File: config.mk
export PLATFORM = sky130hd
export DESIGN_NAME = imm_gen_pipe
export DESIGN_NICKNAME = d
export VERILOG_FILES = /design/src/rtl/imm_gen_pipe.sv
export SDC_FILE = /design/constraint.sdc
export NUM_CORES = 1
export LEC_CHECK = 0
export BUFFER_PORTS_ARGS = -buffer_cell sky130_fd_sc_hd__buf_2
export CAP_MARGIN = 25
export CORE_MARGIN = 4
export CORE_UTILIZATION = 45
export DETAILED_ROUTE_END_ITERATION = 7
export HOLD_SLACK_MARGIN = 0.1
export PLACE_DENSITY = 0.72
export REMOVE_ABC_BUFFERS = 1
export SLEW_MARGIN = 10
export SYNTH_ARGS = -nofsm -noshare
export SYNTH_HDL_FRONTEND = slang
export SYNTH_SLANG_ARGS = --single-unit
File: constraint.sdc
create_clock -name clk -period 1.7 [get_ports clk]
set_clock_uncertainty 0.15 [all_clocks]
set_input_delay 0.255 -clock clk [delete_from_list [all_inputs] [get_ports clk]]
set_output_delay 0.255 -clock clk [all_outputs]
set_load 0.05 [all_outputs]
File: src/rtl/imm_gen_pipe.sv
// imm_gen_pipe: RISC-V immediate extension feeding a small FIFO of results.
// The immediate is decoded once at the input. On accept, the result is stored
// with its tag and error flag. The head entry is presented on the out_* port.
module imm_gen_pipe #(
    parameter int XLEN  = 32,
    parameter int DEPTH = 2,
    parameter int TAG_W = 5
) (
    input  logic                     clk,
    input  logic                     reset_n,
    input  logic                     in_valid,
    output logic                     in_ready,
    input  logic [24:0]              in_imm,
    input  logic [2:0]               in_src,
    input  logic [TAG_W-1:0]         in_tag,
    output logic                     out_valid,
    input  logic                     out_ready,
    output logic [XLEN-1:0]          out_imm,
    output logic [TAG_W-1:0]         out_tag,
    output logic                     out_err,
    output logic [7:0]               err_cnt,
    output logic [$clog2(DEPTH):0]   occupancy
);
    localparam int PTR_W = $clog2(DEPTH);
    localparam int OCC_W = PTR_W + 1;
    localparam int ENT_W = XLEN + TAG_W + 1;
    localparam logic [OCC_W-1:0] FULL_CNT = OCC_W'(DEPTH);

    localparam logic [2:0] SRC_I  = 3'b000;
    localparam logic [2:0] SRC_S  = 3'b001;
    localparam logic [2:0] SRC_B  = 3'b010;
    localparam logic [2:0] SRC_J  = 3'b011;
    localparam logic [2:0] SRC_U  = 3'b100;
    localparam logic [2:0] SRC_SH = 3'b101;
    localparam logic [2:0] SRC_Z  = 3'b110;

    logic [ENT_W-1:0] mem_q [DEPTH];
    logic [PTR_W-1:0] wr_ptr_q, wr_ptr_d;
    logic [PTR_W-1:0] rd_ptr_q, rd_ptr_d;
    logic [OCC_W-1:0] occ_q, occ_d;
    logic [7:0]       err_cnt_q, err_cnt_d;

    logic [XLEN-1:0]  imm_ext;
    logic             imm_err;
    logic [ENT_W-1:0] wr_ent;
    logic [ENT_W-1:0] head;
    logic             accept, pop;

    // Immediate extension. The sign is filled first, then the low field is overlaid.
    always_comb begin
        imm_ext = '0;
        imm_err = 1'b0;
        case (in_src)
            SRC_I: begin
                imm_ext        = {XLEN{in_imm[24]}};
                imm_ext[11:0]  = in_imm[24:13];
            end
            SRC_S: begin
                imm_ext        = {XLEN{in_imm[24]}};
                imm_ext[11:0]  = {in_imm[24:18], in_imm[4:0]};
            end
            SRC_B: begin
                imm_ext        = {XLEN{in_imm[24]}};
                imm_ext[12:0]  = {in_imm[24], in_imm[0], in_imm[23:18], in_imm[4:1], 1'b0};
            end
            SRC_J: begin
                imm_ext        = {XLEN{in_imm[24]}};
                imm_ext[20:0]  = {in_imm[24], in_imm[12:5], in_imm[13], in_imm[23:14], 1'b0};
            end
            SRC_U: begin
                imm_ext        = {XLEN{in_imm[24]}};
                imm_ext[31:0]  = {in_imm[24:5], 12'b0};
            end
            SRC_SH: begin
                imm_ext[4:0]   = in_imm[17:13];
                if (XLEN == 64) imm_ext[5] = in_imm[18];
            end
            SRC_Z: begin
                imm_ext[4:0]   = in_imm[12:8];
            end
            default: begin
                imm_err        = 1'b1;
            end
        endcase
    end

    // Handshakes and next-state logic for the pointers, occupancy and error counter.
    // in_ready depends only on occupancy. A pop in the same cycle does not open a slot for the input.
    always_comb begin
        in_ready  = (occ_q != FULL_CNT);
        out_valid = (occ_q != '0);
        accept    = in_valid && in_ready;
        pop       = out_valid && out_ready;
        wr_ent    = {imm_err, in_tag, imm_ext};

        wr_ptr_d  = accept ? wr_ptr_q + PTR_W'(1) : wr_ptr_q;
        rd_ptr_d  = pop    ? rd_ptr_q + PTR_W'(1) : rd_ptr_q;

        occ_d = occ_q;
        case ({accept, pop})
            2'b10:   occ_d = occ_q + OCC_W'(1);
            2'b01:   occ_d = occ_q - OCC_W'(1);
            default: occ_d = occ_q;
        endcase

        err_cnt_d = err_cnt_q;
        if (accept && imm_err && (err_cnt_q != 8'hFF))
            err_cnt_d = err_cnt_q + 8'd1;
    end

    // Queue storage. Only the slot under the write pointer changes on accept.
    always_ff @(posedge clk or negedge reset_n) begin
        if (!reset_n) begin
            for (int i = 0; i < DEPTH; i++) mem_q[i] <= '0;
        end else if (accept) begin
            mem_q[wr_ptr_q] <= wr_ent;
        end
    end

    // Pointer, occupancy and error counter state.
    always_ff @(posedge clk or negedge reset_n) begin
        if (!reset_n) begin
            wr_ptr_q  <= '0;
            rd_ptr_q  <= '0;
            occ_q     <= '0;
            err_cnt_q <= '0;
        end else begin
            wr_ptr_q  <= wr_ptr_d;
            rd_ptr_q  <= rd_ptr_d;
            occ_q     <= occ_d;
            err_cnt_q <= err_cnt_d;
        end
    end

    // Head presentation. Outputs are forced to zero while the queue is empty.
    always_comb begin
        head    = mem_q[rd_ptr_q];
        out_imm = out_valid ? head[XLEN-1:0]          : '0;
        out_tag = out_valid ? head[XLEN +: TAG_W]     : '0;
        out_err = out_valid ? head[ENT_W-1]           : 1'b0;
    end

    assign err_cnt   = err_cnt_q;
    assign occupancy = occ_q;

endmodule

**Word level (Yosys, flattened, before mapping)**

Index checks and enable logic that the tools add are counted.

- Flip-flop bits (word level): 88
- Output and inout bits: 50
- Logic and storage cells: 50
- Input port bits: 37

- Bitwise operators: 2
- Reduce and logical (&&, ||, !) cells: 11
- Mux-type cells: 13
- $add $sub $neg: 5
- $lt $le $gt $ge: 3
- Equality and inequality tests: 10

Operators by type and width:

| operator | number |
|---|---|
| two-way mux 38 bit | 4 |
| case mux 27 bit (4 select lines) | 1 |
| bitwise mux 76 bit | 1 |
| demux 38 bit (select 1 bit) | 1 |
| two-way mux 32 bit | 1 |
| case mux 5 bit (5 select lines) | 1 |
| equality test 3 bit, second input constant | 3 |
| adder 8 x 1 -> 8 bit, second input constant | 1 |
| inequality test 8 bit, second input constant | 1 |
| OR reduction 7 bit | 1 |
| equality test 3 x 2 -> 1 bit, second input constant | 2 |
| logical AND 1 bit | 5 |
| two-way mux 5 bit | 1 |
| greater-or-equal comparator 2 bit, second input constant | 2 |
| NOT 1 -> 2 bit | 2 |
| case mux 2 bit (2 select lines) | 1 |
| nonzero test 2 bit | 2 |
| OR reduction 2 bit | 2 |
| equality test 3 x 1 -> 1 bit, second input constant | 1 |
| zero test 3 bit | 1 |
| adder 1 bit, second input constant | 2 |
| adder 2 x 1 -> 2 bit, second input constant | 1 |
| equality test 2 x 1 -> 1 bit, second input constant | 1 |
| equality test 2 bit, second input constant | 1 |
| 4 further kinds | 5 |

**Depth between registers and ports, before layout**

Gate-level depths: netlist of the first run.

- Word-level depth: 6
- Gate-level depth with buffers: 7
- Mapped depth without buffers: 7

**Least setup slack after synthesis of the first run**

No wires, ideal clock.

- Path type: reg-to-output
- From: register occ_q[0], in the netlist occupancy[0]
- To: output out_imm[15]
- Buffers on the path: 2
- Arrival: 1.907 ns
- Data required time: 1.295 ns
- Cell stages (with the launch flop): 5
- Slack: -0.612 ns
- Cells stage by stage: dfrtp_1 nor2_1 clkbuf_1 clkbuf_1 nor2_1

- Longest elaborated chain between the ends: 2

RTL lines:

| what | line | RTL |
|---|---|---|
| start, declared | 40 | `logic [OCC_W-1:0] occ_q, occ_d;` |
| start signal, assigned | 125 | `occ_q <= '0;` |
| start signal, assigned | 130 | `occ_q <= occ_d;` |
| nonzero test 2 bit | 91 | `out_valid = (occ_q != '0);` |
| two-way mux 32 bit | 138 | `out_imm = out_valid ? head[XLEN-1:0] : '0;` |
| end, declared | 18 | `output logic [XLEN-1:0] out_imm,` |

Every way passes these cells.

**Worst setup path after layout of the first run**

- From: register occ_q[1], in the netlist occupancy[1]
- To: output out_imm[0]

Same word-level chain as after synthesis.

==> results of run 1 <==
synthesized netlist by cell type (2+ instances only):
library cell,number
sky130_fd_sc_hd__a21oi_1,22
sky130_fd_sc_hd__and2_1,2
sky130_fd_sc_hd__and3_1,2
sky130_fd_sc_hd__and3b_1,7
sky130_fd_sc_hd__buf_2,14
sky130_fd_sc_hd__buf_6,3
sky130_fd_sc_hd__clkbuf_1,13
sky130_fd_sc_hd__dfrtp_1,88
sky130_fd_sc_hd__ha_1,2
sky130_fd_sc_hd__mux2_1,2
sky130_fd_sc_hd__mux2_2,26
sky130_fd_sc_hd__mux2_4,14
sky130_fd_sc_hd__mux2i_1,45
sky130_fd_sc_hd__nand2_1,60
sky130_fd_sc_hd__nand2b_1,9
sky130_fd_sc_hd__nand3_1,2
sky130_fd_sc_hd__nand3b_1,2
sky130_fd_sc_hd__nor2_1,48
sky130_fd_sc_hd__nor2b_1,2
sky130_fd_sc_hd__nor3_1,4
sky130_fd_sc_hd__o21ai_0,42
sky130_fd_sc_hd__o21ai_1,3
sky130_fd_sc_hd__xnor2_1,2
sky130_fd_sc_hd__xor2_1,6
layer usage:
layer | track usage | vias to the layer above | part of all wire
met3 | 0.0328 | 15 | 0.034
met4 | 0.0730 | 0 | 0.019
li1 | - | 1716 | -
met5 | 0 | - | 0
met2 | 0.337 | 79 | 0.49
met1 | 0.259 | 1743 | 0.46
worst min-delay path by stage:
stage / from / cells after the start / endpoint / slack, ns
after CTS: out_ready / 3 / rd_ptr_q / 0.15
after global placement: reset_n / 1 / err_cnt[5] / 0.04
after detailed placement: reset_n / 1 / err_cnt[5] / 0.04
final: out_ready / 3 / rd_ptr_q / 0.18
after global routing: out_ready / 3 / rd_ptr_q / 0.17
after floorplan: reset_n / 0 / err_cnt[0] / -0.19
repair_timing:
action	4_1_cts	5_1_grt
setup buffers	1	4
gates resized for setup	96	26
pin swaps	3	2
endpoints found under the setup margin	43	59
gates cloned	0	2
hold endpoints to repair	124	0
hold buffers	13	0
cell families (layout without fill, tap and decap cells):
kind of cell	count (synthesis)	count (layout)
buffers and inverters	34	152
adders and majority gates	2	2
DFF	88	88
muxes	87	87
xor gates and xnor gates	9	9
AOI/OAI and AO/OA	72	72
and+or+nand+nor	143	143
cell type report:
type,instances,area (sq um),area share
Clock buffer,12,165,0.0270
Clock inverter,4,51.3,0.00838
Inverter,1,3.75,0.000613
Multi-Input combinational cell,313,2280,0.372
Sequential cell,88,2200,0.360
Tap cell,133,166,0.0272
Timing Repair Buffer,135,1250,0.205
critical path, stage by stage, from the launching register on:
cell and delay (ns):
sky130_fd_sc_hd__dfrtp_2 0.43, sky130_fd_sc_hd__nor2_4 0.25, sky130_fd_sc_hd__buf_12 0.21, sky130_fd_sc_hd__nor2_1 0.09, sky130_fd_sc_hd__buf_6 0.16
through the flow:
stage	util	total power (W)	hold WS (ns)
final	0.626	0.0129	0.175
after global routing	0.626	0.0137	0.171
after CTS	0.610	0.0126	0.150
after detailed placement	0.540	0.00999	0.0441
after global placement	0.540	0.00982	0.0404
after floorplan	-	0.00811	-0.191
where the power goes:
group	total [W]	switching (W)	internal [W]
combinational	0.00783	0.00463	0.00320
sequential	0.00353	0.000555	0.00298
clock	0.00156	0.000757	0.000800
state kept, by name, indices dropped and copies added, names as in the netlist:
| signal | cells |
|---|---|
| err_cnt | 8 |
| rd_ptr_q | 1 |
| mem_q | 76 |
| occupancy | 2 |
| wr_ptr_q | 1 |
==> results.md, run 1 <==
* Most common cell after layout, fill and taps aside: sky130_fd_sc_hd__dfrtp_1
* Xor/xnor cell area share of the yosys netlist at 0.0192
* Violations in the final reports: setup timing
* Number of rows created at floorplan at 36
* Post-synthesis adder-cell area fraction at 0.00555
* Accumulated negative setup slack at -7.48 ns
* Final setup violation count at 42
* Port Buffers at 86
* Starting density of the core at 0.461
* Final Hold Viols at 0
* Post-DRT Antenna Nets at 0
* Area share of and/or/nand/nor cells after synthesis at 0.146
* Highest clock rate at 522 MHz
* Area added between synthesis and finish at 35.8%
* Non-filler instance count after layout at 686
* Static leakage at 2.97 nW
* Worst slew margin relative to its limit at 0.757
* Die W at 108 um
* Overflow left after global routing at 0
* Power density relative to cell area at 2110 nW/um^2
* Sum of net half-perimeters after detailed placement at 7.25 mm
* Number of max-slew violations in the final report at 0
* Share of synthesized area occupied by flip-flops and latches at 0.489
* Die outline area at 11700 sq um
* Post-synth EDFFs at 0
* Worst-case setup slack after placement at -0.0147 ns
* Max Buffers Root-to-Sink at 2
* Layout cells sized above 1 at 0.376
* Critical Path Fanout Max at 18
* RePlAce Congestion at 0.895
* # clock sinks at 88
* Largest family of logic cells by synthesized area: multiplexers
* Unrepaired setup endpoints after global routing: yes
* Avg Synthesized Cell Area at 10.4 sq um
* Total number of vias at 3553
* Synth Warn # at 0
* Total placed instance area at 5280 sq um
* Critical path capture point type: output port
* Path category of the worst min-delay check: primary input to flip-flop
* Worst-case register-to-register setup slack at -0.18 ns
* Dominant cells by area after synthesis: sky130_fd_sc_hd__dfrtp_1 49%, sky130_fd_sc_hd__mux2i_1 10%, sky130_fd_sc_hd__mux2_2 6.5%, sky130_fd_sc_hd__nand2_1 5.0%, sky130_fd_sc_hd__mux2_4 4.7%
* Top cell type by total area after synthesis: sky130_fd_sc_hd__dfrtp_1
* Multiplexer fraction of the synthesized cell area at 0.217
* Post-DR vias/cell at 5.18
* Number of CTS-inserted buffers at 9
* Max Cap Violations at 0
* Maximum ir drop on the vdd rail at 1100 uV
* Ant diodes at 0
* Share of Yosys cell area claimed by the top area cell type at 0.489
* Maximum level of the CTS H-tree at 3
* Flop and latch count out of synthesis at 88
* Routed len/inst at 16.9 um
* Most frequent cells in the layout: 86 x sky130_fd_sc_hd__dfrtp_1, 60 x sky130_fd_sc_hd__nand2_1, 45 x sky130_fd_sc_hd__buf_2, 42 x sky130_fd_sc_hd__buf_6
* Element type at the critical path start: flip-flop
* Drt initial violations at 138
* Endpoint of the worst setup timing path: out_imm[0]
* Main flop type after synthesis: sky130_fd_sc_hd__dfrtp_1
* Wire length of the first global-routing pass at 18.3 mm
* Compound-cell area share of the yosys netlist at 0.0833
* Post-detailed-routing wire length at 11.6 mm
* Final instance area at 6120 sq um
* Share of flip-flops with an asynchronous set or reset after synthesis at 1.00
* Crit Path Category: flip-flop to output port
* Die boundary height at 108 um
* Cells after synthesis at 435
* Number of cells on the worst reg-to-reg path at 8
* Share of the clock period used by the worst path after layout at 1.13
* Worst Setup SP: occupancy[1]
* Maximum number of pins on one net before global-route repair at 38
* CP Data Required Time at 1.29 ns
* Number of global-route vias before repair at 3748
* TritonCTS clock tree: built
* Worst-path clk slew at 0.09 ns
* Min cycle time layout at 1.91 ns
* DRC Markers at 0
* All-Layer GR Usage at 0.200
* Skew-Pair Late Insertion Delay at 0.36 ns
* Cell chosen for the clock root: sky130_fd_sc_hd__clkbuf_8
* Number of nets in the finished design at 587
* Reg2reg end: occupancy[1]
* Pin slew with the least headroom to its limit at 0.364 ns
* Total standard cell area after synthesis at 4510 sq um
* Run status: finished, violations left
* Setup slack of the critical path after layout at -0.215 ns
* Layout fillers at 816
* Pre-antenna DRT Iters at 5
* Number of placed cells counting well taps at 650
* I/O pin count at 87
* Number of antenna violations at the first check in global routing at 0
* Crit Reg-Reg Startpoint: occupancy[1]
* Arrival time at the worst endpoint at 1.51 ns
* Count of different cell masters after synthesis at 39
* Placeable core area at 9770 sq um
Power figures use the tool's default switching activity.
==> run 2, diff against run 1 <==
CELL_PAD_IN_SITES_DETAIL_PLACEMENT = 1   (was unset)
CELL_PAD_IN_SITES_GLOBAL_PLACEMENT = 1   (was unset)
CORE_UTILIZATION = 39   (was 45)
GPL_ROUTABILITY_DRIVEN = 0   (was unset)
PLACE_DENSITY = 0.79   (was 0.72)
==> results.md, run 2 (synthesis gave the netlist of run 1 again) <==
* Area added between synthesis and finish at 48.9%
* Cell chosen for the clock root: sky130_fd_sc_hd__clkbuf_16
* Die boundary height at 116 um
* Sum of net half-perimeters after detailed placement at 8.44 mm
* Number of max-slew violations in the final report at 0
* Number of rows created at floorplan at 38
* Routed len/inst at 22.8 um
* Number of nets in the finished design at 603
* Highest clock rate at 505 MHz
* Min cycle time layout at 1.98 ns
* Violations in the final reports: setup timing
* All-Layer GR Usage at 0.212
* TritonCTS clock tree: built
* Most frequent cells in the layout: 87 x sky130_fd_sc_hd__dfrtp_1, 60 x sky130_fd_sc_hd__nand2_1, 45 x sky130_fd_sc_hd__buf_2, 45 x sky130_fd_sc_hd__buf_6
* Worst slew margin relative to its limit at 0.271
* Post-detailed-routing wire length at 16.2 mm
* Drt initial violations at 156
* Layout cells sized above 1 at 0.411
* Overflow left after global routing at 0
* Wire length of the first global-routing pass at 21.7 mm
* Net Sw Power at 0.00675 W
* Final Hold Viols at 0
* Number of antenna violations at the first check in global routing at 0
* Clk pwr share at 0.139
* Flip-flop count of the largest register after layout at 76
* Standard cell with the maximum stage delay on the critical path: sky130_fd_sc_hd__dfrtp_2
* Power density relative to cell area at 2250 nW/um^2
* Die W at 116 um
* Setup slack of the critical path after layout at -0.281 ns
* Cells along the critical path: buf_6 -> clkbuf_16 -> mux2i_1 -> nor2_2 -> buf_6
* Max Buffers Root-to-Sink at 2
* Largest stage delay on the critical path at 0.42 ns
* Worst-case setup slack after placement at -0.166 ns
* Crit Path Category: flip-flop to output port
* Pre-antenna DRT Iters at 4
* Critical Path Fanout Max at 8
* Skew-Pair Late Insertion Delay at 0.35 ns
* Top reg by flops: mem_q
* Switching share of power at 0.448
* Die outline area at 13300 sq um
* Static leakage at 3.28 nW
* Post-DRT Antenna Nets at 0
* Worst-path clk slew at 0.07 ns
* Critical path capture point type: output port
* CP Data Required Time at 1.29 ns
* Starting density of the core at 0.407
* I/O pin count at 87
* Pin slew with the least headroom to its limit at 1.09 ns
* Most common cell on crit path: sky130_fd_sc_hd__buf_6
* Path category of the worst min-delay check: primary input to flip-flop
* # clock sinks at 88
* Logic gate share of total power at 0.621
* Arrival time at the worst endpoint at 1.58 ns
* DRC Markers at 0
* Maximum ir drop on the vdd rail at 1320 uV
* Maximum number of pins on one net before global-route repair at 38
* Maximum level of the CTS H-tree at 3
* Element type at the critical path start: flip-flop
* Share of the clock period used by the worst path after layout at 1.17
* Ant diodes at 0
* Final setup violation count at 88
* Placeable core area at 11100 sq um
* Post-DR vias/cell at 5.39
* Run status: finished, violations left
* Number of global-route vias before repair at 4153
* Number of CTS-inserted buffers at 9
* Sequential share of power at 0.240
* Most common cell after layout, fill and taps aside: sky130_fd_sc_hd__dfrtp_1
* Port Buffers at 86
* Int Power at 0.00833 W
* Total number of vias at 3821
* Max Cap Violations at 0
* Total Power at 0.0151 W
* Unrepaired setup endpoints after global routing: yes
-- run 2: final timing paths --
path,start,endpoint,slack [ns],cells after the start
setup / recovery,rd_ptr_q,out_imm[11],-0.28,5
hold / removal,out_ready,rd_ptr_q,0.19,4
setup reg to reg,occupancy[0],occupancy[1],-0.14,9
hold reg to reg,mem_q[47],mem_q[47],0.33,2
max in group asynchronous,reset_n,rd_ptr_q,0.63,3
min in group asynchronous,reset_n,err_cnt[0],0.23,2
-- run 2: critical path: cells and delay by family, from the launching register on --
family / cells / cell delay (ns)
buf+inv: 3 / 0.49
flops: 1 / 0.42
simple gates: 1 / 0.16
mux: 1 / 0.15
-- run 2: power by group through the flow --
| stage | registers, W | logic [W] | clock network (W) |
|---|---|---|---|
| 2_1_floorplan | 0.00377 | 0.00434 | 0 |
| 3_3_place_gp | 0.00344 | 0.00641 | 0 |
| 3_5_place_dp | 0.00353 | 0.00658 | 0 |
| 4_1_cts | 0.00352 | 0.00806 | 0.00210 |
| 5_1_grt | 0.00372 | 0.00980 | 0.00220 |
| 6_report | 0.00362 | 0.00936 | 0.00210 |
-- run 2: layout make-up --
| cell class | count | area [sq um] |
|---|---|---|
| multi-input combinational | 313 | 2400 |
| clock buffer | 12 | 256 |
| sequential | 88 | 2200 |
| timing repair buffer | 151 | 1610 |
| inverter | 1 | 6.26 |
| clock inverter | 4 | 52.6 |
| fill | 1159 | 4370 |
| tap | 140 | 175 |
-- run 2: repair_timing --
| item | 4_1_cts | 5_1_grt |
|---|---|---|
| setup endpoints to repair | 58 | 83 |
| setup buffers | 5 | 9 |
| cloned | 4 | 8 |
| pin swaps | 2 | 8 |
| hold endpoints to repair | 110 | 0 |
| hold buffers | 12 | 0 |
| resized for setup | 95 | 82 |
-- run 2: metrics by stage --
step | hold WS (ns) | TNS [ns] | util | area (sq um) | instances
after CTS | 0.216 | -11.81 | 0.555 | 6150 | 693
final | 0.186 | -10.92 | 0.606 | 6710 | 709
after global routing | 0.199 | -15.76 | 0.606 | 6710 | 709
after floorplan | -0.191 | -126.04 | - | 4330 | 402
after global placement | 0.0605 | 0 | 0.478 | 5290 | 656
after detailed placement | 0.0696 | -1.69 | 0.478 | 5290 | 656
-- run 2: per-layer routing --
layer,global-route usage,vias to the layer above,part of all wire
met5,0,-,0
met4,0.0915,0,0.027
met3,0.0355,29,0.039
met2,0.365,106,0.52
met1,0.264,1943,0.41
li1,-,1743,-
==> run 3, diff against run 2 <==
CORE_UTILIZATION = 43   (was 39)
PLACE_DENSITY = 0.82   (was 0.79)
clock period = 2.25 ns   (was 1.7 ns; I/O delays follow)
==> results.md, run 3 (synthesis gave the netlist of run 1 again) <==
* Run status: completed
* Ant diodes at 0
* Count of cells along the worst hold path at 3
* Cell chosen for the clock root: sky130_fd_sc_hd__clkbuf_8
* Sum of net half-perimeters after detailed placement at 7.89 mm
* Min cycle time layout at 2.15 ns
* Overflow left after global routing at 0
* Worst Setup SP: rd_ptr_q
* Arrival time at the worst endpoint at 1.67 ns
* Max Cap Violations at 0
* Sequential share of power at 0.310
* Pre-antenna DRT Iters at 4
* Post-cts sizing count at 0
* Final setup violation count at 0
* I/O pin count at 87
* Crit Reg-Reg Startpoint: occupancy[0]
* # clock sinks at 88
* Die boundary height at 110 um
* Worst-case register-to-register setup slack at 0.20 ns
* Post-detailed-routing wire length at 11.8 mm
* Logic gate share of total power at 0.543
* Net Sw Power at 0.00427 W
* Number of CTS-inserted buffers at 9
* CP Data Required Time at 1.76 ns
* Unrepaired setup endpoints after global routing: no
* All-Layer GR Usage at 0.204
* Placeable core area at 10300 sq um
* Flip-flop count of the largest register after layout at 76
* Number of antenna violations at the first check in global routing at 0
* Die outline area at 12200 sq um
* Drt initial violations at 175
* Die W at 110 um
* Post-DRT Antenna Nets at 0
* Reg2reg end: mem_q[5]
* Total placed instance area at 5070 sq um
* Number of max-slew violations in the final report at 0
* Most common cell after layout, fill and taps aside: sky130_fd_sc_hd__dfrtp_1
* Number of cells on the worst reg-to-reg path at 4
* Number of rows created at floorplan at 37
* Clk pwr share at 0.147
* DRC Markers at 0
* Pin slew with the least headroom to its limit at 1.08 ns
* Endpoint of the worst setup timing path: out_imm[4]
* Port Buffers at 86
* TritonCTS clock tree: built
* Worst slew margin relative to its limit at 0.281
* Final instance area at 5400 sq um
* Power density relative to cell area at 1610 nW/um^2
* Utilization after layout at 0.525
* Maximum level of the CTS H-tree at 3
* Starting density of the core at 0.439
* Maximum number of pins on one net before global-route repair at 65
* Path category of the worst min-delay check: primary input to flip-flop
* Total number of vias at 3501
* Layout cells sized above 1 at 0.303
* Skew-Pair Late Insertion Delay at 0.37 ns
* Most frequent cells in the layout: 87 x sky130_fd_sc_hd__dfrtp_1, 85 x sky130_fd_sc_hd__buf_2, 60 x sky130_fd_sc_hd__nand2_1, 47 x sky130_fd_sc_hd__nor2_1, 45 x sky130_fd_sc_hd__mux2i_1
* Int Power at 0.00440 W
* Top reg by flops: mem_q
* Wire length of the first global-routing pass at 19.1 mm
* Worst-path clk slew at 0.09 ns
* Critical Path Fanout Max at 9
* Post-DR vias/cell at 5.30
* Element type at the critical path start: flip-flop
* Critical path capture point type: output port
* Number of global-route vias before repair at 3819
* Static leakage at 2.73 nW
* Routed len/inst at 17.8 um
* Max Buffers Root-to-Sink at 2
* Highest clock rate at 464 MHz
* Crit Path Category: flip-flop to output port
* Switching share of power at 0.493
* Area added between synthesis and finish at 19.7%
* Share of the clock period used by the worst path after layout at 0.958
* Number of nets in the finished design at 559
* Maximum ir drop on the vdd rail at 650 uV
* Final Hold Viols at 0
-- run 3: changes by cell type in the layout (fill, tap and decap cells not counted), sizes merged --
cell,before,now
buf,131,98
clkbuf,20,9
dlygate4sd3,12,9
clkinv,3,1
clkinvlp,0,2
inv,1,3
bufinv,1,2
-- run 3: timing repair --
item | CTS | global route
setup endpoints to repair | 2 | 0
hold buffers | 9 | 0
hold endpoints to repair | 37 | 0
setup buffers | 1 | 0
-- run 3: cell type report --
cell class / instances / area, sq um
multi-input cells: 313 / 2130
clock buffers: 9 / 124
fillers: 1188 / 4880
well taps: 136 / 170
flip-flops and latches: 88 / 2200
inverters: 1 / 3.75
repair buffers: 107 / 663
clock inverters: 7 / 104
-- run 3: per-layer routing --
metal,wire length [um],GRT usage,vias up
li1,-,-,1654
met1,5040,0.249,1721
met2,5880,0.345,91
met3,410,0.0390,35
met4,459,0.101,0
met5,0,0,-
-- run 3: power by group through the flow --
stage	Combinational [W]	Clock (W)	Sequential, W
floorplan	0.00328	0	0.00285
global placement	0.00460	0	0.00267
detailed placement	0.00470	0	0.00273
CTS	0.00477	0.00130	0.00269
global route	0.00505	0.00137	0.00278
finish	0.00471	0.00128	0.00269
-- run 3: critical path, stage by stage (launching register included) --
cell and delay [ns]:
sky130_fd_sc_hd__dfrtp_2 0.49, sky130_fd_sc_hd__buf_4 0.23, sky130_fd_sc_hd__mux2i_1 0.14, sky130_fd_sc_hd__nor2_1 0.15, sky130_fd_sc_hd__buf_2 0.29
-- run 3: how the worst min path moves through the flow --
stage	end	start	slack (ns)
3_5_place_dp	mem_q[70]	reset_n	0.12
5_1_grt	mem_q[47]	in_imm[22]	0.13
3_3_place_gp	mem_q[32]	reset_n	0.11
6_report	mem_q[8]	in_imm[21]	0.10
4_1_cts	mem_q[8]	in_imm[21]	0.10
2_1_floorplan	err_cnt[0]	reset_n	-0.11
-- run 3: through the flow --
stage / total power [W] / TNS [ns] / std cells / setup WS (ns) / hold WS, ns
after floorplan: 0.00613 / -59.79 / 402 / -1.44 / -0.108
after global placement: 0.00727 / 0 / 635 / 0.300 / 0.115
after detailed placement: 0.00743 / 0 / 635 / 0.222 / 0.115
after CTS: 0.00877 / 0 / 661 / 0.0619 / 0.102
after global routing: 0.00920 / 0 / 661 / 0.0272 / 0.130
final: 0.00868 / 0 / 661 / 0.0952 / 0.104
